===== src/rtl/instr_fetch_unit.sv =====
// instr_fetch_unit: RV32I multicycle fetch stage -- PC, one outstanding imem read, IR valid/ready to decode.
// Optional IFETCH_ALIGN_CHECK_EN: misaligned redirect targets trap in a FAULT state instead of being truncated.
module instr_fetch_unit #(
   parameter logic [31:0] RESET_PC  = 32'h0000_0000,
   parameter logic [31:0] NOP_INSTR = 32'h0000_0013
) (
   input  logic        clk,
   input  logic        reset,
   output logic [31:0] mem_addr,
   output logic        mem_rd,
   input  logic        mem_waitrequest,
   input  logic [31:0] mem_rddata,
   output logic [31:0] ir,
   output logic [31:0] ir_pc,
   output logic        ir_valid,
   input  logic        ir_ready,
   input  logic        redirect,
   input  logic [31:0] redirect_pc,
   output logic        fetch_fault
);

`ifdef IFETCH_ALIGN_CHECK_EN
   typedef enum logic [2:0] {S_IDLE, S_FETCH, S_WAIT, S_HOLD, S_FAULT} state_t;
`else
   typedef enum logic [1:0] {S_IDLE, S_FETCH, S_WAIT, S_HOLD} state_t;
`endif

   state_t      r_state, w_state_nxt;
   logic [31:0] r_pc, w_pc_nxt;
   logic [31:0] r_req_pc, w_req_pc_nxt;
   logic [31:0] r_ir, w_ir_nxt;
   logic [31:0] r_ir_pc, w_ir_pc_nxt;
   logic        r_ir_valid, w_ir_valid_nxt;

`ifdef IFETCH_ALIGN_CHECK_EN
   logic        r_fault, w_fault_nxt;
   logic        w_misaligned;
   assign w_misaligned = |redirect_pc[1:0];
   assign fetch_fault  = r_fault;
`else
   assign fetch_fault  = 1'b0;
`endif

   assign mem_addr = r_pc;
   assign ir       = r_ir;
   assign ir_pc    = r_ir_pc;
   assign ir_valid = r_ir_valid;

   always_comb begin
      w_state_nxt    = r_state;
      w_pc_nxt       = r_pc;
      w_req_pc_nxt   = r_req_pc;
      w_ir_nxt       = r_ir;
      w_ir_pc_nxt    = r_ir_pc;
      w_ir_valid_nxt = r_ir_valid;
      mem_rd         = 1'b0;
`ifdef IFETCH_ALIGN_CHECK_EN
      w_fault_nxt    = r_fault;
`endif
      case (r_state)
         S_IDLE:  w_state_nxt = S_FETCH;
         S_FETCH: begin
            mem_rd = 1'b1;
            if (!mem_waitrequest) begin
               w_req_pc_nxt = r_pc;
               w_state_nxt  = S_WAIT;
            end
         end
         S_WAIT: begin
            w_ir_nxt       = mem_rddata;
            w_ir_pc_nxt    = r_req_pc;
            w_ir_valid_nxt = 1'b1;
            w_pc_nxt       = r_req_pc + 32'd4;
            w_state_nxt    = S_HOLD;
         end
         S_HOLD: begin
            if (ir_ready) begin
               w_ir_valid_nxt = 1'b0;
               w_state_nxt    = S_FETCH;
            end
         end
`ifdef IFETCH_ALIGN_CHECK_EN
         S_FAULT: w_state_nxt = S_FAULT;
`endif
         default: w_state_nxt = S_IDLE;
      endcase

      // Redirect overrides everything above, including a WAIT-cycle capture of stale data.
      if (redirect) begin
         w_ir_valid_nxt = 1'b0;
         w_ir_nxt       = NOP_INSTR;
         w_state_nxt    = S_FETCH;
         w_pc_nxt       = redirect_pc & ~32'h3;
`ifdef IFETCH_ALIGN_CHECK_EN
         w_fault_nxt    = 1'b0;
         if (w_misaligned) begin
            w_pc_nxt    = redirect_pc;
            w_state_nxt = S_FAULT;
            w_fault_nxt = 1'b1;
         end
`endif
      end
   end

   always_ff @(posedge clk or negedge reset) begin
      if (!reset) begin
         r_state    <= S_IDLE;
         r_pc       <= RESET_PC;
         r_req_pc   <= RESET_PC;
         r_ir       <= NOP_INSTR;
         r_ir_pc    <= '0;
         r_ir_valid <= 1'b0;
      end else begin
         r_state    <= w_state_nxt;
         r_pc       <= w_pc_nxt;
         r_req_pc   <= w_req_pc_nxt;
         r_ir       <= w_ir_nxt;
         r_ir_pc    <= w_ir_pc_nxt;
         r_ir_valid <= w_ir_valid_nxt;
      end
   end

`ifdef IFETCH_ALIGN_CHECK_EN
   always_ff @(posedge clk or negedge reset) begin
      if (!reset) r_fault <= 1'b0;
      else        r_fault <= w_fault_nxt;
   end
`endif

endmodule


===== config.mk =====
export PLATFORM = sky130hd
export DESIGN_NAME = instr_fetch_unit
export DESIGN_NICKNAME = d
export VERILOG_FILES = /design/src/rtl/instr_fetch_unit.sv
export SDC_FILE = /design/constraint.sdc
export NUM_CORES = 1
export LEC_CHECK = 0
export BUFFER_PORTS_ARGS = -buffer_cell sky130_fd_sc_hd__clkbuf_2
export CORE_MARGIN = 3
export CORE_UTILIZATION = 40
export DETAILED_ROUTE_END_ITERATION = 12
export PLACE_DENSITY = 0.76
export SLEW_MARGIN = 15
export SYNTH_ARGS = -nofsm -noshare
export SYNTH_HDL_FRONTEND = slang
export SYNTH_SLANG_ARGS = --single-unit

===== constraint.sdc =====
create_clock -name clk -period 2.4 [get_ports clk]
set_input_delay 0.12 -clock clk [delete_from_list [all_inputs] [get_ports clk]]
set_output_delay 0.12 -clock clk [all_outputs]
set_load 0.005 [all_outputs]

**After elaboration in Yosys (flattened, before gate mapping)**

Cells that the tools add are included.

- Word-level logic and storage cells: 31
- Bits in registers: 131
- Bits of input ports: 69

- Multiplexer cells: 12
- $add $sub $neg: 1
- Reductions and logical operators: 6
- Bitwise operators: 1
- Equal/unequal tests: 5

Operators with widths:

| kind | count |
|---|---|
| $mux 32 | 4 |
| $add 32x3->32 const B | 1 |
| $pmux 2 s4 | 1 |
| $mux 2 | 3 |
| $ne 3x3->1 const B | 2 |
| $reduce_and 2->1 | 3 |
| $eq 2x2->1 const B | 2 |
| $mux 1 | 3 |
| $reduce_bool 3->1 | 1 |
| $eq 2x1->1 const B | 1 |
| $logic_not 2->1 | 1 |
| $pmux 1 s2 | 1 |
| $reduce_bool 2->1 | 1 |
| $not 1->1 | 1 |

**Longest topological paths before layout**

- Depth in word-level cells: 3
- Depth in mapped cells: 8

**Worst setup path after synthesis**

OpenSTA, ideal clock, no wires.

- Path type: flip-flop to flip-flop
- From: register r_req_pc[2]
- To: register r_pc[26] (netlist: mem_addr[26])
- Arrival: 1883 ps
- Cell stages (with the launch flop): 7
- Data required time: 2336 ps
- Setup slack: 453 ps
- Library setup time: 64 ps
- Period minus slack after synthesis: 1947 ps
- Cells stage by stage: dfrtp_1 -> ha_1 -> nand4_2 -> or3_4 -> or4_1 -> a31oi_1 -> mux2_2

- Cells in the longest elaborated chain, start to end: 3

RTL lines:

| what | RTL line | RTL |
|---|---|---|
| start, declared | 30 | `logic [31:0] r_req_pc, w_req_pc_nxt;` |
| start signal, assigned | 116 | `r_req_pc <= w_req_pc_nxt;` |
| $add 32x3->32 | 73 | `w_pc_nxt = r_req_pc + 32'd4;` |
| $mux 32 | 60 | `case (r_state)` |
| $mux 32 | 89 | `if (redirect) begin` |
| end signal, assigned | 115 | `r_pc <= w_pc_nxt;` |
| end, declared | 29 | `logic [31:0] r_pc, w_pc_nxt;` |

Every way passes these cells. The select of a mux whose other input is x is not followed.
A chain may end at the register's enable or synchronous reset.

**Worst setup path after layout**

Same ends and word-level chain as after synthesis.

==> qor.yml <==
multiInputGateArea_sq_um: 2360
global_route.overflow_total: 0
clock_skew_ps: 8.09
grt_max_degree: 132
final.period_utilization_pct: 92.0
vias_after_detailed_routing: 4628
hold_slack_ps: 32.8
final_cell_count_no_fill: 901
setup_viol_count_final: 0
dominant_register_cell_in_the_synthesized_netlist: "sky130_fd_sc_hd__dfrtp_1"
timing.critical_path.fanout_max: 12
final-max-slew-violation-count: 0
first_pass_iters: 4
num_antenna_cells: 0
wire_length_of_the_first_global_routing_pass_mm: 25.5
io_pins: 168
clock_insertion_delay_worst_skew_ps: 420
post_synth_most_frequent_cells: "128 x sky130_fd_sc_hd__dfrtp_1, 60 x sky130_fd_sc_hd__mux2_2, 39 x sky130_fd_sc_hd__nor2_1"
synth_seq_cells: 131
floorplan.die_area_sq_um: 16000
antenna_found_initial: 0
fill_cells: 1117
holdCritPathClass: "in2reg"
max_cap_viol_count: 0
syn-mean-instance-area_sq_um: 12.1
data_arrival_time_of_the_critical_path_ps: 2560
cp_cell_sequence: "ha_1 > nand4_2 > or3_4 > or4_1 > a31oi_1 > mux2_2"
critical_path.endpoint_type: "register"
grt_pass1_vias: 5024
worst_slew_margin_rel_pct: 52.8
clock-root-buffer: "sky130_fd_sc_hd__clkbuf_16"
replace_congestion: 0.822
post-route-drc-count: 0
rsz0062_at_grt: "false"
max-clock-path-buffers: 2
clock-sinks: 131
floorplan.initialDensity_pct: 41.3
tightestPinTransition_ps: 709
fin_crit_ps: 2210
start_kind: "register"
dp.cells: 806
run_status: "finished, final reports clean"
chipWidth_microns: 126
netlist.top_cell.by_area: "sky130_fd_sc_hd__dfrtp_1"
fin_nets: 782
timing.fmax_ghz: 0.453
synth_enable_flop_cells: 0
postSynthCellCount: 480
dr.first_iter.drc_count: 219
cts_tree: "built"
cts_repair_resize_count: 0
required_ps: 2750
synth_cell_type_count: 46
routed_via_density: 5.14
yosys.cell_count.top_type: "sky130_fd_sc_hd__dfrtp_1"
cts_htree_levels: 4
placeableCoreArea_sq_um: 14000
synthesis.yosys.warnings: 0
critPathMaxStageDelay_ps: 520
half_perimeter_wire_length_after_detailed_placement_mm: 9.83
postSynthNetCount: 554
grt_use_total_pct: 19.9
avgRoutedWirePerCell_microns: 17.1
synth_top_area_share_pct: 55.2
seq_area_frac_synth_pct: 56.6
power.density_cell_area_nw_per_um2: 1080
ys_async_sr_fraction_pct: 100
cts-buffers-inserted: 17
worst_ir_drop_vdd_uv: 602
route.final.wire_length_mm: 15.5
area.growth.synth_to_final_pct: 39.7
timing.final.hold_violations: 0
p_leak_nw: 3.76
numPortBuffers: 164
std_cell_rows: 43
sequential_cell_area_sq_um: 3280
ant_nets: 0
layout-drive-gt1-share_pct: 38.8
tns_ps: 0
syn_area_sq_um: 5800
worst-setup-path-type: "reg2reg"
util_after_layout_pct: 57.7
path_clk_slew_ps: 60
worst_path_max_delay_cell: "sky130_fd_sc_hd__or4_1"
post_synth_main_area_contributors: "sky130_fd_sc_hd__dfrtp_1 55%, sky130_fd_sc_hd__mux2_2 12%, sky130_fd_sc_hd__mux2i_1 5.9%"
fp.dieH_microns: 126
-- worst max-delay path, delay by kind of cell (launching register included) --
| family | cells | cell delay (ps) |
|---|---|---|
| flip-flops | 1 | 400 |
| AND/OR/NAND/NOR | 3 | 1170 |
| multiplexers | 1 | 160 |
| AO/OA/AOI/OAI | 1 | 160 |
| adder cells (fa/ha/maj) | 1 | 250 |
-- final timing paths --
kind	slack [ps]	depth (start not counted)	startpoint	end
max	190	6	r_req_pc[2]	mem_addr[26]
min	30	4	ir_ready	ir_valid
max reg2reg	190	6	r_req_pc[2]	mem_addr[26]
min reg2reg	500	1	ir_pc[17]	ir_pc[17]
max in group asynchronous	1500	3	reset	mem_addr[20]
min in group asynchronous	340	3	reset	ir[28]
-- timing repair --
item / in CTS / in global routing
hold buffers: 63 / 0
hold endpoints to repair: 190 / 0
buffers inserted: 0 / 0
-- metrics by stage --
step	setup slack (ps)	total power, mW	instance area [sq um]
after floorplan	453	4.88	5800
after global placement	250	5.80	6830
after detailed placement	224	5.93	6830
after CTS	194	8.83	8100
after global routing	89.6	9.26	8100
final	193	8.76	8100
-- layout by cell type (no fill, tap or decap), types with 2 or more instances in the layout --
| cell | n |
|---|---|
| sky130_fd_sc_hd__clkbuf_2 | 163 |
| sky130_fd_sc_hd__dfrtp_1 | 128 |
| sky130_fd_sc_hd__dlygate4sd3_1 | 63 |
| sky130_fd_sc_hd__mux2_2 | 60 |
| sky130_fd_sc_hd__nor2_1 | 39 |
| sky130_fd_sc_hd__o21ai_0 | 34 |
| sky130_fd_sc_hd__mux2i_1 | 34 |
| sky130_fd_sc_hd__nand2_1 | 27 |
| sky130_fd_sc_hd__a22oi_1 | 17 |
| sky130_fd_sc_hd__clkbuf_16 | 17 |
| sky130_fd_sc_hd__xor2_1 | 13 |
| sky130_fd_sc_hd__xnor2_1 | 11 |
| sky130_fd_sc_hd__inv_1 | 8 |
| sky130_fd_sc_hd__nand3_1 | 8 |
| sky130_fd_sc_hd__buf_4 | 8 |
| sky130_fd_sc_hd__nand4_1 | 7 |
| sky130_fd_sc_hd__a21oi_1 | 5 |
| sky130_fd_sc_hd__nand2b_1 | 4 |
| sky130_fd_sc_hd__nor2b_1 | 4 |
| sky130_fd_sc_hd__and2_1 | 4 |
| sky130_fd_sc_hd__ha_1 | 4 |
| sky130_fd_sc_hd__bufinv_16 | 4 |
| sky130_fd_sc_hd__a211o_1 | 3 |
| sky130_fd_sc_hd__nor3b_1 | 3 |
| sky130_fd_sc_hd__and4_1 | 3 |
| sky130_fd_sc_hd__nor3_1 | 3 |
| sky130_fd_sc_hd__a21o_1 | 3 |
| sky130_fd_sc_hd__clkinvlp_4 | 3 |
| sky130_fd_sc_hd__dfstp_2 | 3 |
| sky130_fd_sc_hd__buf_12 | 3 |
| sky130_fd_sc_hd__and4_2 | 2 |
| sky130_fd_sc_hd__o21ai_1 | 2 |
| sky130_fd_sc_hd__o31ai_1 | 2 |
| sky130_fd_sc_hd__a31oi_1 | 2 |
| sky130_fd_sc_hd__or3_1 | 2 |
| sky130_fd_sc_hd__a211oi_1 | 2 |
| sky130_fd_sc_hd__clkinv_2 | 2 |
| sky130_fd_sc_hd__clkinv_4 | 2 |
| sky130_fd_sc_hd__clkbuf_8 | 2 |
-- state kept, by name, summed over array words and instances, names as in the netlist --
signal    flops
ir           32
ir_pc        32
ir_valid      1
mem_addr     32
r_req_pc     32
r_state       2
-- routing by layer --
layer / up-vias / global-route usage [%] / wire length (microns)
li1: 2148 / - / -
met1: 2288 / 25.3 / 6670
met2: 175 / 32.1 / 7440
met3: 17 / 5.73 / 1110
met4: 0 / 8.20 / 232
met5: - / 0 / 0
-- final cells by class --
cell class,instances,area share [%]
timing repair buffer,237,19.3
inverter,8,0.371
clock buffer,20,5.64
sequential,131,40.5
multi-input combinational,313,29.1
tap,180,2.78
clock inverter,12,2.21
-- logic make-up (layout without fill, tap and decap cells) --
family                     count (synthesis)  in the layout  synth area share (%)
muxes                                     94             94                  17.5
xor gates and xnor gates                  24             24                  3.63
AOI/OAI and AO/OA                         72             72                  7.62
buffers and inverters                     36            277                  3.04
other                                      1              1                0.0647
DFF                                      131            131                  56.6
adders and majority gates                  5              5                  1.08
and+or+nand+nor                          117            117                  10.4
-- power by group --
| group | switching (mW) | internal, mW |
|---|---|---|
| logic | 1.08 | 1.34 |
| registers | 0.677 | 2.90 |
| clock network | 0.966 | 1.79 |
No activity file was read; power rests on OpenSTA's default activity.
